`src/rtl/checkpoint_ctrl_pkg.sv`:
```
// Shared definitions for the branch checkpoint scheduler.
//   CP_INDEX_SIZE : width of a checkpoint slot index
//   CP_NUM        : number of checkpoint slots (2**CP_INDEX_SIZE)
//   cp_idx_t      : slot index type
//   cp_state_t    : recovery sequencer states
package checkpoint_ctrl_pkg;

    localparam int unsigned CP_INDEX_SIZE = 2;
    localparam int unsigned CP_NUM        = 1 << CP_INDEX_SIZE;

    typedef logic [CP_INDEX_SIZE-1:0] cp_idx_t;

    typedef enum logic [1:0] {
        IDLE,
        RECOVER,
        DRAIN
    } cp_state_t;

endpackage

```
`src/rtl/cp_squash_mask.sv`:
```
// Squash mask for a mispredicted branch checkpoint.
// Marks resolve_idx and every slot younger than it, i.e. slots
// resolve_idx .. tail-1 in circular age order.
//   resolve_idx : checkpoint of the mispredicted branch
//   tail        : next slot to allocate
//   squash_mask : CP_NUM-bit mask of slots to clear
module cp_squash_mask
    import checkpoint_ctrl_pkg::*;
(
    input  cp_idx_t            resolve_idx,
    input  cp_idx_t            tail,
    output logic [CP_NUM-1:0]  squash_mask
);

    cp_idx_t span;
    cp_idx_t offset;

    always_comb begin
        span        = tail - resolve_idx;
        offset      = '0;
        squash_mask = '0;
        for (int unsigned i = 0; i < CP_NUM; i++) begin
            offset = cp_idx_t'(i) - resolve_idx;
            // span==0 with a live resolve_idx can only mean the ring is full:
            // everything from resolve_idx around to tail-1 goes.
            squash_mask[i] = (span == '0) || (offset < span);
        end
    end

endmodule

```
`src/rtl/checkpoint_ctrl.sv`:
```
// Checkpoint scheduler for the rename stage.
// Allocates branch checkpoint slots in ring order at the tail, frees them on
// branch resolution and sequences recovery (recover pulse + drain stall) on
// a mispredict.
//   clock, reset            : clock, asynchronous active-high reset
//   alloc_req/gnt/idx       : checkpoint allocation handshake (combinational)
//   stall                   : rename must hold
//   check/check_idx         : snapshot strobe to freelist/RAT
//   resolve_valid/idx/mispred : branch resolution from the branch unit
//   recover/recover_idx     : registered restore pulse to freelist/RAT
//   cp_valid                : live-slot mask
module checkpoint_ctrl
    import checkpoint_ctrl_pkg::*;
#(
    parameter int unsigned RECOVER_CYCLES = 2
) (
    input  logic              clock,
    input  logic              reset,
    input  logic              alloc_req,
    output logic              alloc_gnt,
    output cp_idx_t           alloc_idx,
    output logic              stall,
    output logic              check,
    output cp_idx_t           check_idx,
    input  logic              resolve_valid,
    input  cp_idx_t           resolve_idx,
    input  logic              resolve_mispred,
    output logic              recover,
    output cp_idx_t           recover_idx,
    output logic [CP_NUM-1:0] cp_valid
);

    cp_state_t           state_q, state_d;
    logic [CP_NUM-1:0]   valid_q, valid_d;
    cp_idx_t             tail_q, tail_d;
    logic [3:0]          cnt_q, cnt_d;
    logic                recover_q, recover_d;
    cp_idx_t             recover_idx_q, recover_idx_d;

    logic                full;
    logic                resolve_live;
    logic                mispred_hit;
    logic                correct_hit;
    logic [CP_NUM-1:0]   squash_mask;

    cp_squash_mask u_squash (
        .resolve_idx (resolve_idx),
        .tail        (tail_q),
        .squash_mask (squash_mask)
    );

    always_comb begin
        full         = valid_q[tail_q];
        resolve_live = resolve_valid & valid_q[resolve_idx];
        mispred_hit  = resolve_live & resolve_mispred;
        correct_hit  = resolve_live & ~resolve_mispred;

        // Mispredict wins over a same-cycle allocation.
        alloc_gnt = alloc_req & ~full & (state_q == IDLE) & ~mispred_hit;
        alloc_idx = tail_q;
        check     = alloc_gnt;
        check_idx = tail_q;
        stall     = full | (state_q != IDLE) | mispred_hit;

        recover     = recover_q;
        recover_idx = recover_idx_q;
        cp_valid    = valid_q;
    end

    // Slot bookkeeping. A grant and a correct resolve can never target the
    // same slot: the grant needs valid[tail]=0, the resolve needs it live.
    always_comb begin
        valid_d = valid_q;
        tail_d  = tail_q;
        if (alloc_gnt) begin
            valid_d[tail_q] = 1'b1;
            tail_d          = tail_q + cp_idx_t'(1);
        end
        if (correct_hit) begin
            valid_d[resolve_idx] = 1'b0;
        end
        if (mispred_hit) begin
            valid_d = valid_q & ~squash_mask;
            tail_d  = resolve_idx;
        end
    end

    // Recovery sequencer.
    always_comb begin
        state_d       = state_q;
        cnt_d         = cnt_q;
        recover_d     = 1'b0;
        recover_idx_d = recover_idx_q;
        if (mispred_hit) begin
            // Restarts the whole sequence even mid-recovery.
            state_d       = RECOVER;
            recover_d     = 1'b1;
            recover_idx_d = resolve_idx;
        end else begin
            unique case (state_q)
                IDLE: ;
                RECOVER: begin
                    state_d = DRAIN;
                    cnt_d   = 4'(RECOVER_CYCLES - 1);
                end
                DRAIN: begin
                    if (cnt_q == 4'd0) begin
                        state_d = IDLE;
                    end else begin
                        cnt_d = cnt_q - 4'd1;
                    end
                end
                default: state_d = IDLE;
            endcase
        end
    end

    always_ff @(posedge clock or posedge reset) begin
        if (reset) begin
            state_q       <= IDLE;
            valid_q       <= '0;
            tail_q        <= '0;
            cnt_q         <= '0;
            recover_q     <= 1'b0;
            recover_idx_q <= '0;
        end else begin
            state_q       <= state_d;
            valid_q       <= valid_d;
            tail_q        <= tail_d;
            cnt_q         <= cnt_d;
            recover_q     <= recover_d;
            recover_idx_q <= recover_idx_d;
        end
    end

endmodule

```
`config.mk`:
```
export PLATFORM = sky130hd
export DESIGN_NAME = checkpoint_ctrl
export DESIGN_NICKNAME = d
export VERILOG_FILES = /design/src/rtl/checkpoint_ctrl_pkg.sv /design/src/rtl/cp_squash_mask.sv /design/src/rtl/checkpoint_ctrl.sv
export SDC_FILE = /design/constraint.sdc
export NUM_CORES = 1
export LEC_CHECK = 0
export ABC_AREA = 1
export CAP_MARGIN = 0
export CORE_ASPECT_RATIO = 1.25
export CORE_MARGIN = 4
export CORE_UTILIZATION = 35
export CTS_BUF_LIST = sky130_fd_sc_hd__clkbuf_16
export DETAILED_ROUTE_END_ITERATION = 6
export HOLD_SLACK_MARGIN = 0.06
export PLACE_DENSITY = 0.62
export SYNTH_ARGS = -nofsm -noshare
export SYNTH_HDL_FRONTEND = slang
export SYNTH_SLANG_ARGS = --single-unit
```
`constraint.sdc`:
```
create_clock -name clock -period 2.8 [get_ports clock]
set_input_delay 0.56 -clock clock [delete_from_list [all_inputs] [get_ports clock]]
set_output_delay 0.56 -clock clock [all_outputs]
set_load 0.05 [all_outputs]
```
==> results by group, run 1 <==
Outcome
  – Status: complete, no violations

STA
  – Setup-failing EPs final: 0
  – Fin crit share: 94.87%
  – Fin. max-slew vios: 0
  – Min Tclk post-route: 2.656 ns
  – TNS Setup: 0 ns
  – Worst-margin pin slew: 0.5801 ns
  – Setup ws final: 0.1435 ns
  – Skew final: 0.004309 ns
  – Final Hold Fails: 0
  – Unrepaired setup endpoints after global routing: no
  – Max Freq: 376.4 MHz
  – Slew margin rel.: 61.28%

Logic synthesis
  – Post-synthesis register bit count: 15
  – Post-synthesis cell area: 1169 sq um
  – Post-Syn Area per Cell: 7.896 sq um
  – Synth unique cells: 22
  – Synth Warn #: 0
  – Syn_nets: 172
  – Seq/Total Area, Yosys: 32.12%
  – Syn Inst Count: 148

Route
  – Via count: 975
  – WL/cell: 12.40 microns
  – Final WL: 2567 microns
  – Drt pass-1 iters: 4
  – Antenna Violating Nets Remaining: 0
  – Avg Vias per Cell: 4.710
  – Iter 0 DRT Violations: 41
  – Post-route DRC: 0

Finish
  – Layout Nets: 195
  – Ant diodes: 0
  – Fin util: 46.78%
  – Fillers: 306
  – Share of cells above drive strength 1: 15.88%
  – Most frequent cells in the layout: 29 x nand2_1, 18 x inv_1, 18 x nand3_1, 17 x ha_1, 17 x clkdlybuf4s50_1
  – Most common cell after layout, fill and taps aside: nand2_1
  – Area Growth Syn to Fin: 29.02%

Worst setup path
  – Reg2Reg Depth: 12
  – Crit-path cells: clkdlybuf4s50_1, inv_2, nand2_1, nand3_2, nand2_4, nand2_2, nor2_4, nor2_2, buf_12
  – Critical-path top delay cell: clkdlybuf4s50_1
  – Buf/Inv on CP: 3
  – Crit path capture type: primary output
  – Max incr delay on CP: 0.56 ns
  – Worst setup startpoint: resolve_idx[0]
  – CP Depth: 9
  – Critical path fanouts, max: 8
  – Crit path required time: 2.24 ns
  – Setup crit start kind: input port
  – CP endpoint: alloc_gnt
  – Reg2Reg Launch Point: alloc_idx[0]
  – WS Path Type: in -> out
  – Cell family with most CP delay: buffers and inverters
  – Crit path DAT: 2.10 ns
  – Setup slack, reg-to-reg: 0.63 ns
  – Critical R2R Capture: cp_valid[0]

Floorplanning
  – I/O pin cnt: 21
  – Chip height: 72.61 microns
  – Total core area: 3223 sq um
  – Die width: 59.69 microns
  – Area of the die: 4333 sq um
  – Initial core utilization: 36.26%
  – Rows: 23

Placed design
  – Post-place setup slack: 0.1341 ns
  – Gpl congestion: 0.9076
  – Port Buf Inserts: 20
  – Hpwl dp: 2032 microns

Global routing
  – Vias in the first global route: 943
  – Largest net degree at the start of global routing: 16
  – Initial antenna violation count: 0
  – Global-route wire length before repair: 4257 microns
  – GRT Total Usage: 12.67%
  – Total grt overflow: 0

Clocking
  – CTS tree: done
  – Setup repair bufs after CTS: 0
  – CTS Sinks: 15
  – Clock Path Buffers: 2
  – Post_cts resized: 0
  – Worst-Skew Late Latency: 0.24 ns
  – Num CTS Buffers: 3
  – Clk slew on worst S/H paths: 0.05 ns
  – Clock root cell: clkbuf_16
  – Post-CTS Hold Buffers: 0
  – H-tree lvl count: 1

Power
  – Pwr dens: 1224 nW/um^2
  – P_leak: 0.7688 nW
  – Worst VDD drop: 0.0006311 V
  – Total power after layout: 0.001845 W

Hold path
  – Min-delay worst type: reg -> reg

Job
  – Max-cap viol count: 0
## cell families after synthesis
group	synth area share, %
AND/OR/NAND/NOR	32.01
buffers and inverters	9.635
adder cells (fa/ha/maj)	18.20
AO/OA/AOI/OAI	7.281
flip-flops	32.12
XOR/XNOR	0.7496
## stage by stage
| stage | area [sq um] | hold WS, ns | cells |
|---|---|---|---|
| 2_1_floorplan | 1171 | 0.4530 | 148 |
| 3_3_place_gp | 1429 | 0.4669 | 203 |
| 3_5_place_dp | 1429 | 0.4653 | 203 |
| 4_1_cts | 1508 | 0.4788 | 207 |
| 5_1_grt | 1508 | 0.4949 | 207 |
| 6_report | 1508 | 0.4767 | 207 |
## registers in the layout, indices dropped and copies added, names as in the netlist
name,count
alloc_idx,2
cnt_q,4
cp_valid,4
recover,1
recover_idx,2
state_q,2
## worst min-delay path by stage
stage                               from             end  cells past startpoint
after floorplan                 cnt_q[0]        cnt_q[0]                      2
after global placement    recover_idx[1]  recover_idx[1]                      2
after detailed placement  recover_idx[0]  recover_idx[0]                      2
after CTS                 recover_idx[0]  recover_idx[0]                      2
after global routing      recover_idx[0]  recover_idx[0]                      2
final                     recover_idx[0]  recover_idx[0]                      2
## synth_stat cells
library cell	n	area share, %
or2_2	4	2.1
o21bai_1	1	0.64
o21ai_1	2	0.86
dfrtp_1	15	32
ha_1	17	18
nand4_1	2	1.1
nand3_4	1	1.5
xor2_1	1	0.75
nand3_1	18	7.7
buf_4	3	1.9
nor2_4	2	1.9
a21o_1	1	0.64
a21oi_1	10	4.3
nand2_2	4	2.1
inv_1	17	5.5
nand2_4	1	0.96
inv_2	4	1.3
o21ai_0	2	0.86
nand3_2	2	1.7
nand2_1	29	9.3
buf_6	1	0.96
nor2_1	11	3.5
## layer usage
metal | up-vias | GRT usage, % | share of wire [%] | wire (microns)
met5 | - | 0 | 0 | 0
met4 | 0 | 4.433 | 1.6 | 42
met3 | 4 | 1.770 | 2.8 | 72
met2 | 20 | 20.43 | 46 | 1193
met1 | 438 | 17.09 | 49 | 1259
li1 | 513 | - | - | -
## area by class of cell
type                       instances  area (sq um)  share of cell area, %
clock buffer                       3         75.07                  4.979
timing repair buffer              22         245.2                  16.27
inverter                          21         78.83                  5.228
sequential                        15         375.4                  24.90
tap                               37         46.29                  3.071
multi-input combinational        108         683.2                  45.31
clock inverter                     1         3.754                 0.2490
## where the power goes
| part | internal, W | switching [W] | total [W] |
|---|---|---|---|
| logic | 0.000426 | 0.000757 | 0.00118 |
| registers | 0.000307 | 0.0000799 | 0.000387 |
| clock network | 0.000189 | 0.0000853 | 0.000274 |
| total | 0.000923 | 0.000922 | 0.00184 |
## worst reg2reg max path, delay by kind of cell, from the launching register on
family / cells / cell delay (ns)
AO/OA/AOI/OAI: 2 / 0.23
AND/OR/NAND/NOR: 6 / 0.46
adder cells (fa/ha/maj): 2 / 0.57
buffers and inverters: 2 / 0.22
flip-flops: 1 / 0.58
(Power assumes the default switching activity.)
==> run 2: changes to the inputs <==
- ABC_AREA: 1 -> not set
==> run 2 against run 1 <==
Against the previous run:
- synthesized area down 3.4%
- critical path depth fell by 2
- hold slack better by 0.014 ns
- cell count decreased by 14%
- clock-buffer cell count is the same
- routed wire length fell by 5.6%
- maximum frequency decreased by 0.37%
- die area decreased by 3.0%
- register-to-register slack improved by 0.04 ns
- non-clock buffer count increased by 5
- critical path type unchanged
- largest cell class unchanged
- largest power group unchanged
- highest routed layer unchanged
==> results by group, run 2 <==
Outcome
  – Status: complete, no violations

Logic synthesis
  – Share of synthesized registers carrying an async set or reset: 100.0% (unchanged)
  – Post-synthesis cell area: 1129 sq um (-3.4%)
  – Cell type with the largest total area after synthesis: dfrtp_1
  – Seq/Total Area, Yosys: 33.26% (+1.1 points)
  – Syn Inst Count: 115 (-22%)
  – Post-synth EDFFs: 0 (unchanged)
  – Synth top cells by count: 17 x ha_1, 15 x dfrtp_1, 13 x nor2_1
  – Post-Syn Area per Cell: 9.814 sq um (+24%)
  – Top-area cell type share of the netlist area: 33.26% (+1.1 points)
  – Synth unique cells: 38 (+73%)
  – Post-synthesis register bit count: 15 (unchanged)
  – Most common flop cell mapped by yosys: dfrtp_1
  – Top-count cell post-synth: ha_1
  – Synth Warn #: 0 (unchanged)
  – Synth area leaders: dfrtp_1 33%, ha_1 19%, nor2_1 4.3%
  – Syn_nets: 139 (-19%)

Placed design
  – Hpwl dp: 1898 microns (-6.6%)
  – Gpl congestion: 0.7950 (-12%)
  – DP Area: 1408 sq um (-1.5%)
  – Post-place setup slack: 0.08786 ns (-0.04620 ns)
  – Port Buf Inserts: 20 (unchanged)

STA
  – Fin crit share: 95.23% (+0.35 points)
  – Max Freq: 375.0 MHz (-0.37%)
  – Fin. max-slew vios: 0 (unchanged)
  – Unrepaired setup endpoints after global routing: no
  – Slew margin rel.: 60.80% (-0.48 points)
  – Min Tclk post-route: 2.666 ns (+0.009894 ns)
  – Setup ws final: 0.1336 ns (-0.009894 ns)
  – Setup-failing EPs final: 0 (unchanged)
  – Skew final: 0.0005985 ns (-0.003710 ns)
  – Worst-margin pin slew: 0.5874 ns (+0.007263 ns)
  – TNS Setup: 0 ns (unchanged)
  – Final Hold Fails: 0 (unchanged)

Worst setup path
  – Crit path required time: 2.24 ns (about the same)
  – Reg2Reg Depth: 7 (-5)
  – Reg2Reg Launch Point: alloc_idx[0]
  – Critical-path top delay cell: clkdlybuf4s50_1
  – Critical path fanouts, max: 8 (unchanged)
  – Buf/Inv on CP: 3 (unchanged)
  – Setup crit start kind: input port
  – WS Path Type: in -> out
  – Crit-path cells: clkdlybuf4s50_1, mux2i_2, o22a_2, inv_2, nor2_1, nand2_1, buf_4
  – Max incr delay on CP: 0.57 ns (about the same)
  – Critical R2R Capture: cp_valid[2]
  – Crit path DAT: 2.11 ns (about the same)
  – Setup slack, reg-to-reg: 0.67 ns (+0.04 ns)
  – Worst setup startpoint: resolve_idx[1]
  – Cell family with most CP delay: buffers and inverters
  – Crit path capture type: primary output

Global routing
  – GRT Total Usage: 12.97% (+0.30 points)
  – Global-route wire length before repair: 4236 microns (-0.49%)
  – Vias in the first global route: 949 (+0.64%)
  – Initial antenna violation count: 0 (unchanged)
  – Total grt overflow: 0 (unchanged)
  – Largest net degree at the start of global routing: 16 (unchanged)

Floorplanning
  – Initial core utilization: 37.27% (+1.0 points)
  – Rows: 22 (-4.3%)
  – I/O pin cnt: 21 (unchanged)
  – Die width: 58.79 microns (-1.5%)
  – Area of the die: 4203 sq um (-3.0%)
  – Chip height: 71.49 microns (-1.5%)
  – Total core area: 3028 sq um (-6.1%)

Finish
  – Area Growth Syn to Fin: 32.15%
  – Final Cell Area: 1491 sq um (-1.1%)
  – Share of cells above drive strength 1: 16.31% (+0.43 points)
  – Most frequent cells in the layout: 17 x ha_1, 17 x clkdlybuf4s50_1, 14 x dfrtp_1, 13 x nor2_1, 11 x inv_1
  – Fillers: 299 (-2.3%)
  – Ant diodes: 0 (unchanged)
  – Layout Nets: 166 (-15%)

Route
  – Post-route DRC: 0 (unchanged)
  – Iter 0 DRT Violations: 13 (-68%)
  – Via count: 930 (-4.6%)
  – Final WL: 2422 microns (-5.6%)
  – Avg Vias per Cell: 5.254 (+12%)
  – Drt pass-1 iters: 4 (unchanged)
  – WL/cell: 13.68 microns (+10%)
  – Antenna Violating Nets Remaining: 0 (unchanged)

Clocking
  – Clock root cell: clkbuf_16
  – H-tree lvl count: 1 (unchanged)
  – Worst-Skew Late Latency: 0.25 ns (about the same)
  – Clk slew on worst S/H paths: 0.05 ns (about the same)
  – Clock Path Buffers: 2 (unchanged)
  – CTS Sinks: 15 (unchanged)
  – Num CTS Buffers: 3 (unchanged)
  – Setup repair bufs after CTS: 0 (unchanged)
  – CTS tree: done

Power
  – Total power after layout: 0.001919 W (+4.0%)
  – P_leak: 0.7258 nW (-5.6%)
  – Worst VDD drop: 0.0007157 V (+13%)
  – Pwr dens: 1287 nW/um^2 (+5.2%)

Hold path
  – Min-delay worst type: reg -> reg
  – Hold Path Cell Cnt: 2 (unchanged)
  – Hold Path End: recover_idx[1]
  – HP Start: recover_idx[1]

Job
  – Max-cap viol count: 0 (unchanged)
-- run 2: changes by cell type after synthesis, sizes merged, moves of 4 or more --
cell / before / now
mux2i: 0 / 4
nand2: 34 / 5
inv: 21 / 12
nand3: 21 / 1
a21oi: 10 / 5
-- run 2: routing by layer --
layer  vias up  routed length [microns]  global-route usage [%]
met5         -                        0                       0
met4         0                       63                   7.557
met3         5                       91                   2.523
met2        15                     1200                   20.88
met1       456                     1067                   15.76
li1        454                        -                       -
-- run 2: what timing repair did --
item,4_1_cts,5_1_grt
hold buffers,0,0
setup endpoints to repair,0,1
gates resized for setup,0,1
-- run 2: per-stage QoR --
stage / hold slack (ns) / instances / utilization [%]
detailed placement: 0.4715 / 173 / 46.49
finish: 0.4906 / 177 / 49.26
floorplan: 0.4614 / 115 / -
global placement: 0.4577 / 173 / 46.49
CTS: 0.4916 / 177 / 49.13
global route: 0.5152 / 177 / 49.26
-- run 2: area by class of cell --
cell class / instances / area [sq um] / share of cell area, %
clock buffer: 3 / 75.07 / 5.034
sequential: 15 / 376.6 / 25.25
timing repair buffer: 27 / 270.3 / 18.12
multi-input combinational: 83 / 674.4 / 45.22
clock inverter: 1 / 5.005 / 0.3356
inverter: 12 / 45.04 / 3.020
tap: 36 / 45.04 / 3.020
-- run 2: kinds of logic (layout without fill, tap and decap cells) --
logic type	Yosys count	in the layout	synth area share, %
simple gates	35	35	17.41
compound gates	24	24	14.75
fa+ha+maj	17	17	18.85
buf+inv	17	43	7.427
flops	15	15	33.26
mux	5	5	5.543
xor+xnor	2	2	2.772
-- run 2: worst max-delay path by stage --
stage	endpoint	slack, ns	cells after the start
floorplan	check	0.11	4
global placement	stall	0.12	7
detailed placement	cnt_q[3]	0.09	7
CTS	stall	0.09	7
global route	stall	0.05	7
finish	stall	0.13	7
-- run 2: power breakdown --
group | switching (W) | total (W) | internal (W)
registers | 0.000117 | 0.000428 | 0.000311
clock network | 0.0000902 | 0.000281 | 0.000191
logic | 0.000719 | 0.00121 | 0.000491
-- run 2: worst min-delay path, cell delays in order, from the launching register on --
cell and delay, ns:
dfrtp_1 0.35, nand2_1 0.06, nand2_1 0.05
==> run 3: changes to the inputs <==
- CELL_PAD_IN_SITES_DETAIL_PLACEMENT: not set -> 1
- CELL_PAD_IN_SITES_GLOBAL_PLACEMENT: not set -> 2
- CORE_MARGIN: 4 -> 2
- CORE_UTILIZATION: 35 -> 34
- PLACE_DENSITY: 0.62 -> 0.88
==> run 3 against run 2 <==
Against the previous run:
- die area fell by 9.6%
- sequential power hardly changed
- worst setup slack improved by 0.082 ns
- global-route usage up 2.6 points
- routed wire length grew 17%
- hold slack better by 0.011 ns
- largest cell class unchanged
==> results by group, run 3 (synthesis results as in run 2) <==
STA
  – TNS Setup: 0 ns (unchanged)
  – Setup ws final: 0.2154 ns (+0.08177 ns)
  – Worst-margin pin slew: 0.6309 ns (+0.04351 ns)
  – Fin. max-slew vios: 0 (unchanged)
  – Setup-failing EPs final: 0 (unchanged)
  – Fin crit share: 92.31% (-2.9 points)
  – Slew margin rel.: 57.89% (-2.9 points)
  – Max Freq: 386.9 MHz (+3.2%)
  – Min Tclk post-route: 2.585 ns (-0.08177 ns)
  – Skew final: 0.002255 ns (+0.001656 ns)
  – Final Hold Fails: 0 (unchanged)
  – Unrepaired setup endpoints after global routing: no

Floorplanning
  – Total core area: 3194 sq um (+5.5%)
  – Rows: 23 (+4.5%)
  – Chip height: 68.42 microns (-4.3%)
  – I/O pin cnt: 21 (unchanged)
  – Die width: 55.53 microns (-5.5%)
  – Area of the die: 3799 sq um (-9.6%)
  – Initial core utilization: 35.33% (-1.9 points)

Worst setup path
  – Setup slack, reg-to-reg: 0.63 ns (-0.04 ns)
  – Buf/Inv on CP: 2 (-1)
  – Crit path required time: 2.24 ns (about the same)
  – Critical-path top delay cell: clkdlybuf4s50_1
  – Reg2Reg Launch Point: alloc_idx[0]
  – Reg2Reg Depth: 7 (unchanged)
  – Crit path DAT: 2.02 ns (-0.09 ns)
  – WS Path Type: in -> out
  – Setup crit start kind: input port
  – Worst setup startpoint: resolve_idx[0]
  – Cell family with most CP delay: buffers and inverters
  – Critical path fanouts, max: 8 (unchanged)
  – Crit path capture type: primary output
  – Crit-path cells: clkdlybuf4s50_1, nand3_1, o22a_2, and2_2, buf_12
  – Max incr delay on CP: 0.60 ns (+0.03 ns)
  – Critical R2R Capture: cp_valid[2]

Finish
  – Fillers: 364 (+22%)
  – Fin util: 46.65% (-2.6 points)
  – Area occupied by multi-input gates: 670.6 sq um (-0.56%)
  – Final cell count without fillers: 178 (+0.56%)
  – Ant diodes: 0 (unchanged)
  – Area Growth Syn to Fin: 32.04% (about the same)
  – Share of cells above drive strength 1: 14.89% (-1.4 points)
  – Layout Nets: 166 (unchanged)
  – Most frequent cells in the layout: 17 x ha_1, 16 x clkdlybuf4s50_1, 14 x dfrtp_1, 13 x nor2_1, 12 x inv_1
  – Register area: 376.6 sq um (unchanged)
  – Most common cell after layout, fill and taps aside: ha_1

Global routing
  – Total grt overflow: 0 (unchanged)
  – Vias in the first global route: 943 (-0.63%)
  – GRT Total Usage: 15.54% (+2.6 points)
  – Largest net degree at the start of global routing: 16 (unchanged)
  – Initial antenna violation count: 0 (unchanged)
  – Global-route wire length before repair: 4498 microns (+6.2%)

Clocking
  – Num CTS Buffers: 3 (unchanged)
  – Worst-Skew Late Latency: 0.25 ns (about the same)
  – Clock Path Buffers: 2 (unchanged)
  – Clk slew on worst S/H paths: 0.05 ns (about the same)
  – CTS Sinks: 15 (unchanged)
  – Clock root cell: clkbuf_16
  – H-tree lvl count: 1 (unchanged)
  – CTS tree: done
  – Post-CTS Hold Buffers: 0 (unchanged)

Placed design
  – Post-place setup slack: 0.07500 ns (-0.01285 ns)
  – Placed insts: 174 (+0.58%)
  – Hpwl dp: 2262 microns (+19%)
  – Port Buf Inserts: 20 (unchanged)
  – Gpl congestion: 0.8006 (+0.70%)

Outcome
  – Status: complete, no violations

Hold path
  – Hold Path Cell Cnt: 2 (unchanged)
  – Hold Path End: recover_idx[1]
  – Min-delay worst type: reg -> reg
  – HP Start: recover_idx[1]

Route
  – Avg Vias per Cell: 5.242 (-0.24%)
  – Post-route DRC: 0 (unchanged)
  – Antenna Violating Nets Remaining: 0 (unchanged)
  – Drt pass-1 iters: 4 (unchanged)
  – Final WL: 2830 microns (+17%)
  – Via count: 933 (+0.32%)
  – Iter 0 DRT Violations: 12 (-1)
  – WL/cell: 15.90 microns (+16%)

Power
  – P_leak: 0.7379 nW (+1.7%)
  – Pwr dens: 1306 nW/um^2 (+1.5%)
  – Worst VDD drop: 0.0005886 V (-18%)

Job
  – Max-cap viol count: 0 (unchanged)
## run 3: changes by cell type in the layout (fill, tap and decap cells not counted)
| cell | previous run | this run |
|---|---|---|
| clkdlybuf4s50_1 | 17 | 16 |
| clkinv_2 | 1 | 0 |
| dlymetal6s2s_1 | 0 | 1 |
| inv_1 | 11 | 12 |
| mux2i_1 | 3 | 4 |
| mux2i_2 | 1 | 0 |
## run 3: timing repair
item                                    4_1_cts  5_1_grt
endpoints found under the setup margin        0        1
buffers inserted                              0        0
resized for setup                             0        1
## run 3: layer usage
layer  up-vias  track usage (%)  part of all wire [%]
met5         -                0                     0
met3         5            1.890                   1.8
met4         0            8.232                   2.1
li1        455                -                     -
met1       457            17.90                    45
met2        16            28.42                    51
## run 3: cell type report
class / instances / area share [%]
clock buffers: 3 / 5.038
clock inverters: 1 / 0.2519
multi-input cells: 83 / 45.00
flip-flops and latches: 15 / 25.27
inverters: 12 / 3.023
well taps: 37 / 3.107
repair buffers: 27 / 18.30
## run 3: where the power goes
part           total [W]  switching (W)  internal [W]
Sequential      0.000427       0.000116      0.000310
Clock           0.000283      0.0000937      0.000190
Combinational    0.00124       0.000740      0.000496
Total            0.00195       0.000950      0.000996
## run 3: tightest hold or removal path: cells and delay by family, from the launching register on
family,cells,cell delay [ns]
DFF,1,0.35
and+or+nand+nor,2,0.11
## run 3: worst max-delay path by stage
stage / cells after the start / endpoint / slack (ns)
4_1_cts: 7 / stall / 0.09
2_1_floorplan: 4 / check / 0.11
6_report: 5 / check / 0.22
5_1_grt: 7 / stall / 0.1
3_5_place_dp: 7 / cp_valid[2] / 0.08
3_3_place_gp: 7 / cp_valid[2] / 0.15
## run 3: through the flow
| stage | total power, W | instance area [sq um] | hold WS, ns |
|---|---|---|---|
| after floorplan | 0.001257 | 1131 | 0.4614 |
| after global routing | 0.002068 | 1490 | 0.5320 |
| final | 0.001947 | 1490 | 0.5019 |
| after detailed placement | 0.001673 | 1409 | 0.4929 |
| after CTS | 0.001966 | 1488 | 0.5042 |
| after global placement | 0.001625 | 1409 | 0.4711 |
